**config.mk**
```make
export PLATFORM = sky130hd
export DESIGN_NAME = uart_cmd_resp_flat
export DESIGN_NICKNAME = d
export VERILOG_FILES = /design/src/rtl/uart_cmd_resp_if.sv /design/src/rtl/uart_cmd_resp.sv /design/src/flat_wrapper.sv
export SDC_FILE = /design/constraint.sdc
export NUM_CORES = 1
export LEC_CHECK = 0
export ABC_AREA = 1
export CORE_ASPECT_RATIO = 0.8
export CORE_MARGIN = 10
export CORE_UTILIZATION = 28
export CTS_BUF_LIST = sky130_fd_sc_hd__clkbuf_2 sky130_fd_sc_hd__clkbuf_4 sky130_fd_sc_hd__clkbuf_8
export CTS_CLUSTER_DIAMETER = 30
export CTS_CLUSTER_SIZE = 30
export DETAILED_ROUTE_END_ITERATION = 10
export GPL_TIMING_DRIVEN = 0
export SLEW_MARGIN = 20
export SYNTH_ARGS = -nofsm -noshare
export SYNTH_HDL_FRONTEND = slang
export SYNTH_SLANG_ARGS = --single-unit
```
**constraint.sdc**
```tcl
create_clock -name clk -period 3 [get_ports clk]
set_input_delay 0.6 -clock clk [delete_from_list [all_inputs] [get_ports clk]]
set_output_delay 0.6 -clock clk [all_outputs]
set_load 0.005 [all_outputs]
```
**src/rtl/uart_cmd_resp_if.sv**
```systemverilog
// Command/response handshake between the UART link block and the command processor.
interface uart_cmd_resp_if;
  logic [15:0] cmd;
  logic        cmd_rdy;
  logic        clr_cmd_rdy;
  logic [7:0]  resp;
  logic        snd_resp;
  logic        resp_sent;

  // master: command processor side
  modport master (
    input  cmd, cmd_rdy, resp_sent,
    output clr_cmd_rdy, resp, snd_resp
  );

  // slave: UART link side
  modport slave (
    output cmd, cmd_rdy, resp_sent,
    input  clr_cmd_rdy, resp, snd_resp
  );
endinterface

```
**src/rtl/uart_cmd_resp.sv**
```systemverilog
// Knight-side RemoteComm link: assembles 16-bit commands from two UART bytes
// (high byte first) and serializes 8-bit responses. RX and TX are independent.
module uart_cmd_resp #(
  parameter int unsigned BAUD_DIV = 2604
) (
  input  logic            clk,
  input  logic            rst_n,
  input  logic            RX,
  output logic            TX,
  uart_cmd_resp_if.slave  bus
);

  localparam int unsigned CNT_W = 12;
  localparam int unsigned BIT_W = 4;
  localparam logic [CNT_W-1:0] HALF_LOAD = CNT_W'(BAUD_DIV / 2);
  localparam logic [CNT_W-1:0] BIT_LOAD  = CNT_W'(BAUD_DIV - 1);

  typedef enum logic [1:0] {RX_IDLE, RX_START, RX_DATA, RX_STOP} rx_state_t;
  typedef enum logic {ASM_HIGH, ASM_LOW} asm_state_t;
  typedef enum logic {TX_IDLE, TX_TXING} tx_state_t;

  logic             rx_meta;
  logic             rx_sync;
  logic             rx_prev;
  rx_state_t        rx_state;
  logic [CNT_W-1:0] rx_cnt;
  logic [BIT_W-1:0] rx_bits;
  logic [7:0]       rx_shift;
  logic             rx_rdy;
  logic             frame_err;
  logic             start_det_c;

  asm_state_t       asm_state;
  logic [7:0]       hi_reg;
  logic [15:0]      cmd_q;
  logic             cmd_rdy_q;

  tx_state_t        tx_state;
  logic [CNT_W-1:0] tx_cnt;
  logic [BIT_W-1:0] tx_bits;
  logic [8:0]       tx_shift;
  logic             tx_q;
  logic             resp_sent_q;

  assign start_det_c   = (rx_state == RX_IDLE) && rx_prev && !rx_sync;
  assign bus.cmd       = cmd_q;
  assign bus.cmd_rdy   = cmd_rdy_q;
  assign bus.resp_sent = resp_sent_q;
  assign TX            = tx_q;

  // Two-flop synchronizer plus one delay flop for falling-edge detection; all idle high.
  always_ff @(posedge clk) begin
    if (!rst_n) begin
      rx_meta <= 1'b1;
      rx_sync <= 1'b1;
      rx_prev <= 1'b1;
    end else begin
      rx_meta <= RX;
      rx_sync <= rx_meta;
      rx_prev <= rx_sync;
    end
  end

  // Receive FSM: mid-bit sampling, false-start rejection, framing check.
  always_ff @(posedge clk) begin
    if (!rst_n) begin
      rx_state  <= RX_IDLE;
      rx_cnt    <= '0;
      rx_bits   <= '0;
      rx_shift  <= '0;
      rx_rdy    <= 1'b0;
      frame_err <= 1'b0;
    end else begin
      rx_rdy    <= 1'b0;
      frame_err <= 1'b0;
      case (rx_state)
        RX_IDLE: begin
          if (start_det_c) begin
            rx_cnt   <= HALF_LOAD;
            rx_state <= RX_START;
          end
        end
        RX_START: begin
          if (rx_cnt != '0) begin
            rx_cnt <= rx_cnt - CNT_W'(1);
          end else if (rx_sync) begin
            rx_state <= RX_IDLE;
          end else begin
            rx_cnt   <= BIT_LOAD;
            rx_bits  <= '0;
            rx_state <= RX_DATA;
          end
        end
        RX_DATA: begin
          if (rx_cnt != '0) begin
            rx_cnt <= rx_cnt - CNT_W'(1);
          end else begin
            rx_shift <= {rx_sync, rx_shift[7:1]};
            rx_cnt   <= BIT_LOAD;
            rx_bits  <= rx_bits + BIT_W'(1);
            if (rx_bits == BIT_W'(7)) begin
              rx_state <= RX_STOP;
            end
          end
        end
        RX_STOP: begin
          if (rx_cnt != '0) begin
            rx_cnt <= rx_cnt - CNT_W'(1);
          end else begin
            rx_rdy    <= rx_sync;
            frame_err <= !rx_sync;
            rx_state  <= RX_IDLE;
          end
        end
        default: rx_state <= RX_IDLE;
      endcase
    end
  end

  // Byte assembler and cmd_rdy: a completing low byte beats any clear on the same edge.
  always_ff @(posedge clk) begin
    if (!rst_n) begin
      asm_state <= ASM_HIGH;
      hi_reg    <= '0;
      cmd_q     <= '0;
      cmd_rdy_q <= 1'b0;
    end else begin
      if (frame_err) begin
        asm_state <= ASM_HIGH;
      end else if (rx_rdy) begin
        if (asm_state == ASM_HIGH) begin
          hi_reg    <= rx_shift;
          asm_state <= ASM_LOW;
        end else begin
          cmd_q     <= {hi_reg, rx_shift};
          asm_state <= ASM_HIGH;
        end
      end

      if (rx_rdy && (asm_state == ASM_LOW)) begin
        cmd_rdy_q <= 1'b1;
      end else if (bus.clr_cmd_rdy || (start_det_c && (asm_state == ASM_HIGH))) begin
        cmd_rdy_q <= 1'b0;
      end
    end
  end

  // Transmit FSM: start bit goes out on acceptance, each bit held BAUD_DIV cycles.
  always_ff @(posedge clk) begin
    if (!rst_n) begin
      tx_state    <= TX_IDLE;
      tx_cnt      <= '0;
      tx_bits     <= '0;
      tx_shift    <= '1;
      tx_q        <= 1'b1;
      resp_sent_q <= 1'b0;
    end else begin
      case (tx_state)
        TX_IDLE: begin
          if (bus.snd_resp) begin
            tx_shift    <= {1'b1, bus.resp};
            tx_q        <= 1'b0;
            tx_cnt      <= BIT_LOAD;
            tx_bits     <= '0;
            resp_sent_q <= 1'b0;
            tx_state    <= TX_TXING;
          end
        end
        TX_TXING: begin
          if (tx_cnt != '0) begin
            tx_cnt <= tx_cnt - CNT_W'(1);
          end else if (tx_bits == BIT_W'(9)) begin
            tx_q        <= 1'b1;
            resp_sent_q <= 1'b1;
            tx_state    <= TX_IDLE;
          end else begin
            tx_q     <= tx_shift[0];
            tx_shift <= {1'b1, tx_shift[8:1]};
            tx_bits  <= tx_bits + BIT_W'(1);
            tx_cnt   <= BIT_LOAD;
          end
        end
        default: tx_state <= TX_IDLE;
      endcase
    end
  end

endmodule
```
**src/flat_wrapper.sv**
```systemverilog
// flat-port wrapper written by rule: the top's interface ports become plain ports
module uart_cmd_resp_flat 
#(
  parameter int unsigned BAUD_DIV = 2604
)
  (clk, rst_n, RX, TX, bus_cmd, bus_cmd_rdy, bus_resp_sent, bus_clr_cmd_rdy, bus_resp, bus_snd_resp);
  uart_cmd_resp_if bus_i ();
  input  logic clk;
  input  logic rst_n;
  input  logic RX;
  output logic TX;
  output wire logic [$bits(bus_i.cmd)-1:0] bus_cmd;
  output wire logic [$bits(bus_i.cmd_rdy)-1:0] bus_cmd_rdy;
  output wire logic [$bits(bus_i.resp_sent)-1:0] bus_resp_sent;
  input wire logic [$bits(bus_i.clr_cmd_rdy)-1:0] bus_clr_cmd_rdy;
  input wire logic [$bits(bus_i.resp)-1:0] bus_resp;
  input wire logic [$bits(bus_i.snd_resp)-1:0] bus_snd_resp;
  assign bus_cmd = bus_i.cmd;
  assign bus_cmd_rdy = bus_i.cmd_rdy;
  assign bus_resp_sent = bus_i.resp_sent;
  assign bus_i.clr_cmd_rdy = bus_clr_cmd_rdy;
  assign bus_i.resp = bus_resp;
  assign bus_i.snd_resp = bus_snd_resp;
  uart_cmd_resp #(.BAUD_DIV(BAUD_DIV)) u_core (.clk(clk), .rst_n(rst_n), .RX(RX), .TX(TX), .bus(bus_i));
endmodule
```
==> impl_metrics.csv <==
group,metric,value,unit
sta,fin_crit,2.14,ns
detailed_routing,route.detailed.drc,0,
sta,relSlewSlack,56.0,%
detailed_routing,wl,9600,um
final_layout,fillCellCount,1537,
synthesis,syn_area_per_cell,7.19,sq um
sta,tns,0,ns
clock_network,cts_setup_buffers,0,
placement,gp_congestion,0.847,
worst_setup_path,crit_type,"flip-flop to flip-flop",
clock_network,htreeDepth,3,
synthesis,synthCells,565,
detailed_routing,vias_per_cell,4.57,
synthesis,synth_top_family_by_area,"simple AND/OR/NAND/NOR gates",
final_layout,final_area,4810,sq um
power_and_ir_drop,p_int,2.01,mW
final_layout,syn_to_final_growth,18.4,%
clock_network,cts.sinks,84,
detailed_routing,drtAntennaViolNets,0,
sta,worst_pin_slew,0.660,ns
clock_network,cts_tree,"done",
floorplanning,io_pins,32,
sta,finalHoldViolCount,0,
clock_network,root_buffer,"clkbuf_8",
placement,dp.cells,779,
floorplanning,die-area,19800,sq um
detailed_routing,wl_met3,326,um
placement,dp_hpwl,7020,um
sta,slew_viol_final,0,
final_layout,antennaDiodeCount,0,
global_routing,grt_max_degree,15,
floorplanning,fp.dieW,155,um
synthesis,synth_mux_area_share,0,%
global_routing,grt_first_pass_wirelength,16500,um
synthesis,synthSimpleGateAreaFrac,30.2,%
run_status,outcome,"finished clean",
power_and_ir_drop,clkPwrFrac,29.3,%
power_and_ir_drop,p_sw_share,35.8,%
clock_network,hold_buffers,0,
worst_setup_path,critical_path.endpoint_type,"flip-flop",
power_and_ir_drop,powerDensity,650,nW/um^2
detailed_routing,met1Wirelength,5080,um
detailed_routing,wl_met2,3980,um
worst_hold_path,hp-class,"flip-flop to flip-flop",
worst_setup_path,worst_setup_path_start_kind,"flip-flop",
synthesis,synth-warning-count,0,
final_layout,fin_cells,795,
power_and_ir_drop,netSwitchingPower,1.12,mW
clock_network,cts_buffers,9,
sta,clock.fmax,468,MHz
floorplanning,core,14200,sq um
clock_network,ctsResizeCount,0,
synthesis,yosysSeqAreaShare,41.4,%
global_routing,track_usage,10.1,%
sta,fin_worst_skew,0.0121,ns
global_routing,grt_pass1_vias,3372,
global_routing,antenna_found_initial,0,
sta,min_period_over_period,71.2,%
synthesis,ys_types,35,
floorplanning,die-height,128,um
detailed_routing,wire_per_inst,12.1,um
floorplanning,rows,39,
power_and_ir_drop,p_leak,2.07,nW
synthesis,synth-xor-area-share,2.37,%
global_routing,grt.overflow.total,0,
placement,place_area,4590,sq um
final_layout,nets,631,
detailed_routing,first_pass_iters,4,
final_layout,final_cell_mix,"113 x nand2_1, 85 x nor2_1, 84 x dfxtp_1",
floorplanning,start_util,28.5,%
power_and_ir_drop,peakVddDrop,0.000228,V
sta,timing.final.ws_setup,0.865,ns
worst_setup_path,worstPathMaxFanout,6,
clock_network,clk-insertion-delay-late,0.38,ns
power_and_ir_drop,power_frac_comb,30.0,%
clock_network,clkTransAtPathRegs,0.09,ns
synthesis,synth_nets,590,
worst_setup_path,required,3.27,ns
final_layout,largest_reg_flops,16,
worst_setup_path,cp_data_arrival_time,2.40,ns
power_and_ir_drop,power.share.sequential,40.7,%
placement,place_ws,0.904,ns
placement,port_buffers,30,
run,maxCapViolCount,0,
detailed_routing,dr.max_layer_used,"met4",
synthesis,synth-compound-area-share,14.4,%
synthesis,ys_seq_elements,84,
clock_network,clockBufferDepth,2,
sta,setup_viol,0,
final_layout,drive_gt1_share,8.84,%
final_layout,final_common_cell,"nand2_1",
sta,rsz0062_at_grt,"no",
synthesis,synth_area,4060,sq um
detailed_routing,drt-initial-drc-count,264,
detailed_routing,num_vias,3631,
synthesis,synth_fa_ha_area_share,3.70,%
[worst paths after layout]
check	depth (start not counted)	end	start	slack (ns)
max	9	u_core.rx_cnt[4]$_SDFFE_PN0P_	u_core.rx_state[0]$_SDFFE_PN0P_	0.86
min	1	u_core.rx_sync$_SDFF_PN1_	u_core.rx_meta$_SDFF_PN1_	0.42
max reg2reg	9	u_core.rx_cnt[4]$_SDFFE_PN0P_	u_core.rx_state[0]$_SDFFE_PN0P_	0.86
min reg2reg	1	u_core.rx_sync$_SDFF_PN1_	u_core.rx_meta$_SDFF_PN1_	0.42
[cells by family after synthesis]
| group | Yosys count |
|---|---|
| buffers and inverters | 77 |
| xor gates and xnor gates | 11 |
| adders and majority gates | 12 |
| and+or+nand+nor | 271 |
| DFF | 84 |
| AOI/OAI and AO/OA | 110 |
[routing by layer]
metal  vias to the layer above  GRT usage, %
met5                         -             0
li1                       1916             -
met4                         0          5.66
met1                      1637          13.9
met2                        63          14.5
met3                        15          1.68
[cells in the mapped netlist, drive strengths merged]
master	count	area share, %
nor4	2	0.31
inv	57	5.3
clkinv	1	0.22
nand3	32	4.3
ha	12	3.7
o211ai	2	0.37
xnor2	1	0.22
a21boi	1	0.18
or2	2	0.31
buf	8	1.5
nor2	93	10
nand2	120	12
clkbuf	11	1.0
o21ai	55	6.9
and2	2	0.31
a21oi	51	6.7
nand3b	2	0.37
xor2	10	2.2
nor3	6	0.86
dfxtp	84	41
nand4	12	1.8
a21o	1	0.18
[critical path: stages, from the launching register on]
cell and delay, ns:
dfxtp_1 0.36, inv_1 0.13, ha_1 0.18, nand2_1 0.08
o21ai_0 0.43, nand2_2 0.19, nor2_1 0.39, inv_1 0.11
nor2_1 0.10, nor2_1 0.04
[metrics by stage]
step	util [%]	hold slack [ns]	power (mW)
final	33.8	0.419	3.13
after detailed placement	32.2	0.399	2.23
after global placement	32.2	0.396	2.22
after floorplan	-	0.393	2.02
after global routing	33.8	0.450	3.34
after CTS	33.8	0.422	3.14
[power groups by stage]
| stage | sequential [mW] | clock [mW] | combinational (mW) |
|---|---|---|---|
| global route | 1.28 | 0.971 | 1.09 |
| CTS | 1.27 | 0.936 | 0.938 |
| finish | 1.27 | 0.917 | 0.937 |
| floorplan | 1.28 | 0 | 0.743 |
| detailed placement | 1.30 | 0 | 0.932 |
| global placement | 1.30 | 0 | 0.926 |
[area by class of cell]
class	instances	area, sq um	share of cell area [%]
multi-input combinational	404	2060	42.8
sequential	84	1680	35.0
timing repair buffer	30	300	6.24
tap	184	230	4.79
inverter	58	223	4.63
clock buffer	10	131	2.73
buffer	19	101	2.11
clock inverter	6	86.3	1.79
Note: power is estimated with default switching activity, not from simulation.
